[src/rtl/iomem_gpio.sv]
`default_nettype none
// ============================================================================
//  Module   : iomem_gpio
//  Purpose  : GPIO peripheral on the PicoSoC iomem bus. Per-pin output data,
//             direction, synchronised inputs and per-pin edge interrupts with
//             write-1-to-clear status. Decodes one 16 MB iomem window.
//  Revision : 1.0  initial release
// ----------------------------------------------------------------------------
//  Ports
//    clk          in   1      system clock
//    resetn       in   1      asynchronous active-low reset
//    iomem_valid  in   1      bus request, held until iomem_ready
//    iomem_ready  out  1      one-cycle acknowledge
//    iomem_wstrb  in   4      byte write strobes, 0 = read
//    iomem_addr   in   32     byte address
//    iomem_wdata  in   32     write data
//    iomem_rdata  out  32     read data, valid while iomem_ready=1
//    gpio_in      in   WIDTH  asynchronous pad inputs
//    gpio_out     out  WIDTH  pad output data (OUT register)
//    gpio_oe      out  WIDTH  pad output enable (DIR register, 1 = drive)
//    irq          out  1      level interrupt = |(IRQ_STAT & IRQ_EN)
//  Register map (word offset, addr[4:2])
//    0 OUT  1 DIR  2 IN (RO)  3 IRQ_EN  4 EDGE  5 IRQ_STAT (W1C)  6-7 RAZ/WI
// ============================================================================
module iomem_gpio #(
  parameter int         WIDTH       = 8,
  parameter logic [7:0] ADDR_BASE   = 8'h03,
  parameter int         SYNC_STAGES = 2
) (
  input  logic             clk,
  input  logic             resetn,
  input  logic             iomem_valid,
  output logic             iomem_ready,
  input  logic [3:0]       iomem_wstrb,
  input  logic [31:0]      iomem_addr,
  input  logic [31:0]      iomem_wdata,
  output logic [31:0]      iomem_rdata,
  input  logic [WIDTH-1:0] gpio_in,
  output logic [WIDTH-1:0] gpio_out,
  output logic [WIDTH-1:0] gpio_oe,
  output logic             irq
);

  localparam logic [2:0] REG_OUT      = 3'd0;
  localparam logic [2:0] REG_DIR      = 3'd1;
  localparam logic [2:0] REG_IN       = 3'd2;
  localparam logic [2:0] REG_IRQ_EN   = 3'd3;
  localparam logic [2:0] REG_EDGE     = 3'd4;
  localparam logic [2:0] REG_IRQ_STAT = 3'd5;

  logic             hit;
  logic             wr_en;
  logic [2:0]       sel;
  logic [31:0]      lane_mask;
  logic [WIDTH-1:0] wmask;
  logic [WIDTH-1:0] wbits;

  logic [WIDTH-1:0] out_q;
  logic [WIDTH-1:0] dir_q;
  logic [WIDTH-1:0] irq_en_q;
  logic [WIDTH-1:0] edge_q;
  logic [WIDTH-1:0] irq_stat_q;
  logic [WIDTH-1:0] prev_q;
  logic [WIDTH-1:0] sync_q [SYNC_STAGES];

  logic [WIDTH-1:0] pin_s;
  logic [WIDTH-1:0] edge_ev;
  logic [WIDTH-1:0] w1c;
  logic [31:0]      rd_word;

  // Gating with iomem_ready keeps a held request from being taken twice.
  assign hit   = iomem_valid && !iomem_ready && (iomem_addr[31:24] == ADDR_BASE);
  assign wr_en = hit && (iomem_wstrb != 4'b0000);
  assign sel   = iomem_addr[4:2];

  assign lane_mask = {{8{iomem_wstrb[3]}}, {8{iomem_wstrb[2]}},
                      {8{iomem_wstrb[1]}}, {8{iomem_wstrb[0]}}};
  // Bits at or above WIDTH simply do not exist, so writes to them vanish.
  assign wmask = lane_mask[WIDTH-1:0];
  assign wbits = iomem_wdata[WIDTH-1:0];

  // Address bits outside the decode and lanes beyond WIDTH are intentionally dropped.
  logic unused_bits;
  assign unused_bits = ^{iomem_addr[23:5], iomem_addr[1:0], iomem_wdata, lane_mask};

  // --------------------------------------------------------------------------
  // Input synchroniser and edge history
  // --------------------------------------------------------------------------
  always_ff @(posedge clk or negedge resetn) begin
    if (!resetn) begin
      for (int i = 0; i < SYNC_STAGES; i++) begin
        sync_q[i] <= '0;
      end
      prev_q <= '0;
    end else begin
      sync_q[0] <= gpio_in;
      for (int i = 1; i < SYNC_STAGES; i++) begin
        sync_q[i] <= sync_q[i-1];
      end
      prev_q <= pin_s;
    end
  end

  assign pin_s   = sync_q[SYNC_STAGES-1];
  // EDGE bit selects rising (1) or falling (0) per pin.
  assign edge_ev = (edge_q & pin_s & ~prev_q) | (~edge_q & ~pin_s & prev_q);
  assign w1c     = (wr_en && (sel == REG_IRQ_STAT)) ? (wbits & wmask) : '0;

  // --------------------------------------------------------------------------
  // Control / status registers
  // --------------------------------------------------------------------------
  always_ff @(posedge clk or negedge resetn) begin
    if (!resetn) begin
      out_q      <= '0;
      dir_q      <= '0;
      irq_en_q   <= '0;
      edge_q     <= '0;
      irq_stat_q <= '0;
    end else begin
      if (wr_en) begin
        case (sel)
          REG_OUT:    out_q    <= (out_q    & ~wmask) | (wbits & wmask);
          REG_DIR:    dir_q    <= (dir_q    & ~wmask) | (wbits & wmask);
          REG_IRQ_EN: irq_en_q <= (irq_en_q & ~wmask) | (wbits & wmask);
          REG_EDGE:   edge_q   <= (edge_q   & ~wmask) | (wbits & wmask);
          default: ;
        endcase
      end
      // OR-ing the new events after the clear makes a coincident event win.
      irq_stat_q <= (irq_stat_q & ~w1c) | edge_ev;
    end
  end

  // --------------------------------------------------------------------------
  // Read mux: sees register values from before this access's write
  // --------------------------------------------------------------------------
  always_comb begin
    rd_word = '0;
    case (sel)
      REG_OUT:      rd_word[WIDTH-1:0] = out_q;
      REG_DIR:      rd_word[WIDTH-1:0] = dir_q;
      REG_IN:       rd_word[WIDTH-1:0] = pin_s;
      REG_IRQ_EN:   rd_word[WIDTH-1:0] = irq_en_q;
      REG_EDGE:     rd_word[WIDTH-1:0] = edge_q;
      REG_IRQ_STAT: rd_word[WIDTH-1:0] = irq_stat_q;
      default: ;
    endcase
  end

  // --------------------------------------------------------------------------
  // Bus response
  // --------------------------------------------------------------------------
  always_ff @(posedge clk or negedge resetn) begin
    if (!resetn) begin
      iomem_ready <= 1'b0;
      iomem_rdata <= '0;
    end else begin
      iomem_ready <= hit;
      if (hit) begin
        iomem_rdata <= rd_word;
      end
    end
  end

  assign gpio_out = out_q;
  assign gpio_oe  = dir_q;
  assign irq      = |(irq_stat_q & irq_en_q);

endmodule
`default_nettype wire
[config.mk]
export PLATFORM = sky130hd
export DESIGN_NAME = iomem_gpio
export DESIGN_NICKNAME = d
export VERILOG_FILES = /design/src/rtl/iomem_gpio.sv
export SDC_FILE = /design/constraint.sdc
export NUM_CORES = 1
export LEC_CHECK = 0
export ABC_AREA = 0
export CELL_PAD_IN_SITES_DETAIL_PLACEMENT = 1
export CELL_PAD_IN_SITES_GLOBAL_PLACEMENT = 1
export CORE_AREA = 2 2 89 134
export CTS_CLUSTER_DIAMETER = 60
export DETAILED_ROUTE_END_ITERATION = 12
export DIE_AREA = 0 0 91 136
export GPL_TIMING_DRIVEN = 0
export PLACE_DENSITY = 0.73
export SETUP_SLACK_MARGIN = 0.4
export SYNTH_ARGS = -nofsm -noshare
export SYNTH_HDL_FRONTEND = slang
export SYNTH_SLANG_ARGS = --single-unit
[constraint.sdc]
create_clock -name clk -period 1.98 [get_ports clk]
set_clock_uncertainty 0.2 [all_clocks]
set_input_delay 0.396 -clock clk [delete_from_list [all_inputs] [get_ports clk]]
set_output_delay 0.396 -clock clk [all_outputs]
set_load 0.02 [all_outputs]
==> run metrics <==
Placer Congestion around 0.8; post-synthesis cell area 0.00329 mm²; CP endpoint kind flip-flop; Finish-stage setup viols 30; Slew headroom approximately 62%; status complete, but fails checks; via count around 2500; Core Region approximately 0.011 mm²; slowest stage delay, CP between 0.3 and 0.4 ns; final WL about 10000 µm; failing checks negative setup slack; fin crit period about 2.1 ns; fmax between 0.4 and 0.5 GHz; number of placed cells counting well taps approximately 500; Worst-Skew Late Latency between 0.3 and 0.4 ns; CP max stage cell nor4_4; Synth Area per Inst about 12 µm²; Least-Margin Pin Slew around 0.57 ns; Final Instance Count excl. Fillers approximately 540; Mapped Cells 270; fillers around 1300; Hold Fails Final Rpt 0; DR iter-0 viols ~150; startpoint types input pin; drt wl/cell between 15 and 20 µm; total track usage approximately 16%; post-route cell area just under 0.005 mm²; Final Max Slew Viols 0; Crit path max-delay family simple AND/OR/NAND/NOR gates; Area after DPL roughly 0.0042 mm²; I/O pins approximately 130; Seq. cell area between 0.0015 and 0.002 mm²; Vias per Instance approximately 4.6; DRC Markers 0; antenna violations before repair 0; Detail Placement HPWL approximately 6300 µm; clock-pin slew on the worst setup and hold paths about 0.050 ns; Final ANT Viol Nets 0; CP bufs+invs 2; TritonCTS sink count 73; Final Cycle Share 105%; PwrDens approximately 730 mW/mm²; Buffers on Ports 54; diodes inserted 0; vias in the first global route 2740; peak supply drop 0.402 mV; root buf cell clkbuf_16; Die ar. 0.0124 mm²; CTS Buf Count 9; Netlist cell types 26; H-tree levels 3; #FFs+latches synth between 70 and 80; global-route wire length before repair about 15000 µm; Crit Path Max Fanout 5; crit path DAT about 2.1 ns; row cnt 48; Final Core Density 42.7%; CTS tree yes; Die Y between 100 and 150 µm; GRT overflow 0; Hold WC Path Type flip-flop to flip-flop; ratio of cells with drive above 1 in the final layout between 30% and 40%; crit path kind input pin to flip-flop; Die X between 90 and 100 µm; largest net degree at the start of global routing 66; buffers from clock root to sink, at most 2; max-cap viol count 0; area of the multi-input gates approximately 0.0015 mm²; slack of the critical path -0.100 ns; leakage between 2 and 2.5 nW; yosys warns 0; # nets final around 470; sequential share of the synthesized area 55.5%; CP required 1.99 ns; first-pass detailed-route iteration total 4; Initial Utilization just under 30%; CP Cell Sequence dlygate4sd2_1 > nor4_4 > nand3_4 > nor4b_4 > buf_6 > mux2_4; RSZ-0062 raised after global routing true; area growth from synthesis to layout 46.4%
through the flow:
step	hold slack, ns	worst slack (ns)	setup TNS [ns]	power [mW]
detailed placement	0.0379	-1.06	-37.57	1.89
global route	0.154	-0.173	-3.89	3.62
CTS	0.151	-0.0535	-0.738	3.52
global placement	0.132	-2.26	-199.38	1.87
finish	0.148	-0.100	-1.80	3.50
floorplan	-0.0996	-0.138	-2.27	1.74
worst paths after layout:
path                                 from    endpoint  slack, ns  depth (start not counted)
hold / removal                  sync_q[8]    pin_s[0]       0.15                          0
hold reg to reg                 sync_q[8]    pin_s[0]       0.15                          0
min in group asynchronous          resetn    pin_s[1]       0.23                          2
setup reg to reg              iomem_ready   flip-flop      -0.09                          5
setup / recovery           iomem_addr[30]   flip-flop      -0.10                          6
max in group asynchronous          resetn  sync_q[10]       0.79                          3
cells in the mapped netlist:
| cell type | n | area (µm²) |
|---|---|---|
| clkbuf_1 | 6 | 22.5 |
| nand4_1 | 2 | 12.5 |
| mux2i_1 | 22 | 220 |
| o21ai_0 | 15 | 75.1 |
| and4b_1 | 2 | 20.0 |
| nand3_4 | 1 | 17.5 |
| o22ai_1 | 2 | 12.5 |
| nor4_4 | 2 | 42.5 |
| o211ai_1 | 8 | 60.1 |
| buf_4 | 24 | 180 |
| nor3_4 | 2 | 32.5 |
| nand2_1 | 24 | 90.1 |
| nor4b_1 | 2 | 17.5 |
| conb_1 | 1 | 3.75 |
| a22oi_1 | 4 | 30.0 |
| dfrtp_1 | 73 | 1830 |
| nor2_1 | 18 | 67.6 |
| nor4b_4 | 1 | 23.8 |
| mux4_2 | 1 | 22.5 |
| nor3b_1 | 2 | 15.0 |
| o32ai_1 | 6 | 52.6 |
| inv_1 | 12 | 45.0 |
| mux2_2 | 31 | 349 |
| nor3_1 | 3 | 15.0 |
| nand2b_1 | 4 | 25.0 |
| buf_2 | 2 | 10.0 |
logic make-up after synthesis:
group                  count (synthesis)  share of synthesized area (%)
multiplexers                          54                           18.0
buffers and inverters                 44                           7.84
AO/OA/AOI/OAI                         35                           7.00
flip-flops                            73                           55.5
AND/OR/NAND/NOR                       63                           11.5
other                                  1                          0.114
cell usage in the layout, fill, tap and decap left out, types with 3 or more instances in the layout:
master / netlist / layout
a22oi_2: 0 / 4
buf_2: 2 / 24
buf_4: 24 / 36
buf_6: 0 / 18
clkbuf_16: 0 / 9
clkbuf_2: 0 / 3
clkdlybuf4s50_1: 0 / 18
conb_1: 1 / 24
dfrtp_1: 73 / 72
dlygate4sd2_1: 0 / 9
inv_1: 12 / 11
mux2_4: 0 / 31
mux2i_1: 22 / 22
nand2_1: 24 / 24
nand2b_1: 4 / 3
nor2_1: 18 / 17
nor3_1: 3 / 3
o211ai_1: 8 / 8
o21ai_0: 15 / 4
o21ai_2: 0 / 8
o32ai_1: 6 / 6
cell type report:
cell class	instances	area share, %
Clock inverter	5	1.14
Multi-Input combinational cell	176	30.7
Inverter	12	0.987
Timing Repair Buffer	84	15.2
Sequential cell	73	38.0
Buffer	32	5.04
Clock buffer	11	5.04
Tap cell	150	3.90
repair_timing:
action,in CTS,in global routing
setup buffers,24,4
hold buffers,1,0
pin swaps,17,12
endpoints found under the hold margin,73,0
resized for setup,170,11
endpoints found under the setup margin,74,56
routing by layer:
| layer | vias up | part of all wire, % | global-route usage (%) |
|---|---|---|---|
| li1 | 1140 | - | - |
| met1 | 1295 | 41 | 18.0 |
| met2 | 73 | 53 | 29.2 |
| met3 | 11 | 4.5 | 4.16 |
| met4 | 0 | 1.9 | 6.06 |
| met5 | - | 0 | 0 |
where the power goes:
group          total, mW  leakage [nW]  internal (mW)  switching, mW
sequential          1.55         0.911           1.52         0.0226
combinational      0.319          1.27          0.138          0.182
clock               1.63         0.142           1.01          0.627
Power figures use the tool's default switching activity.
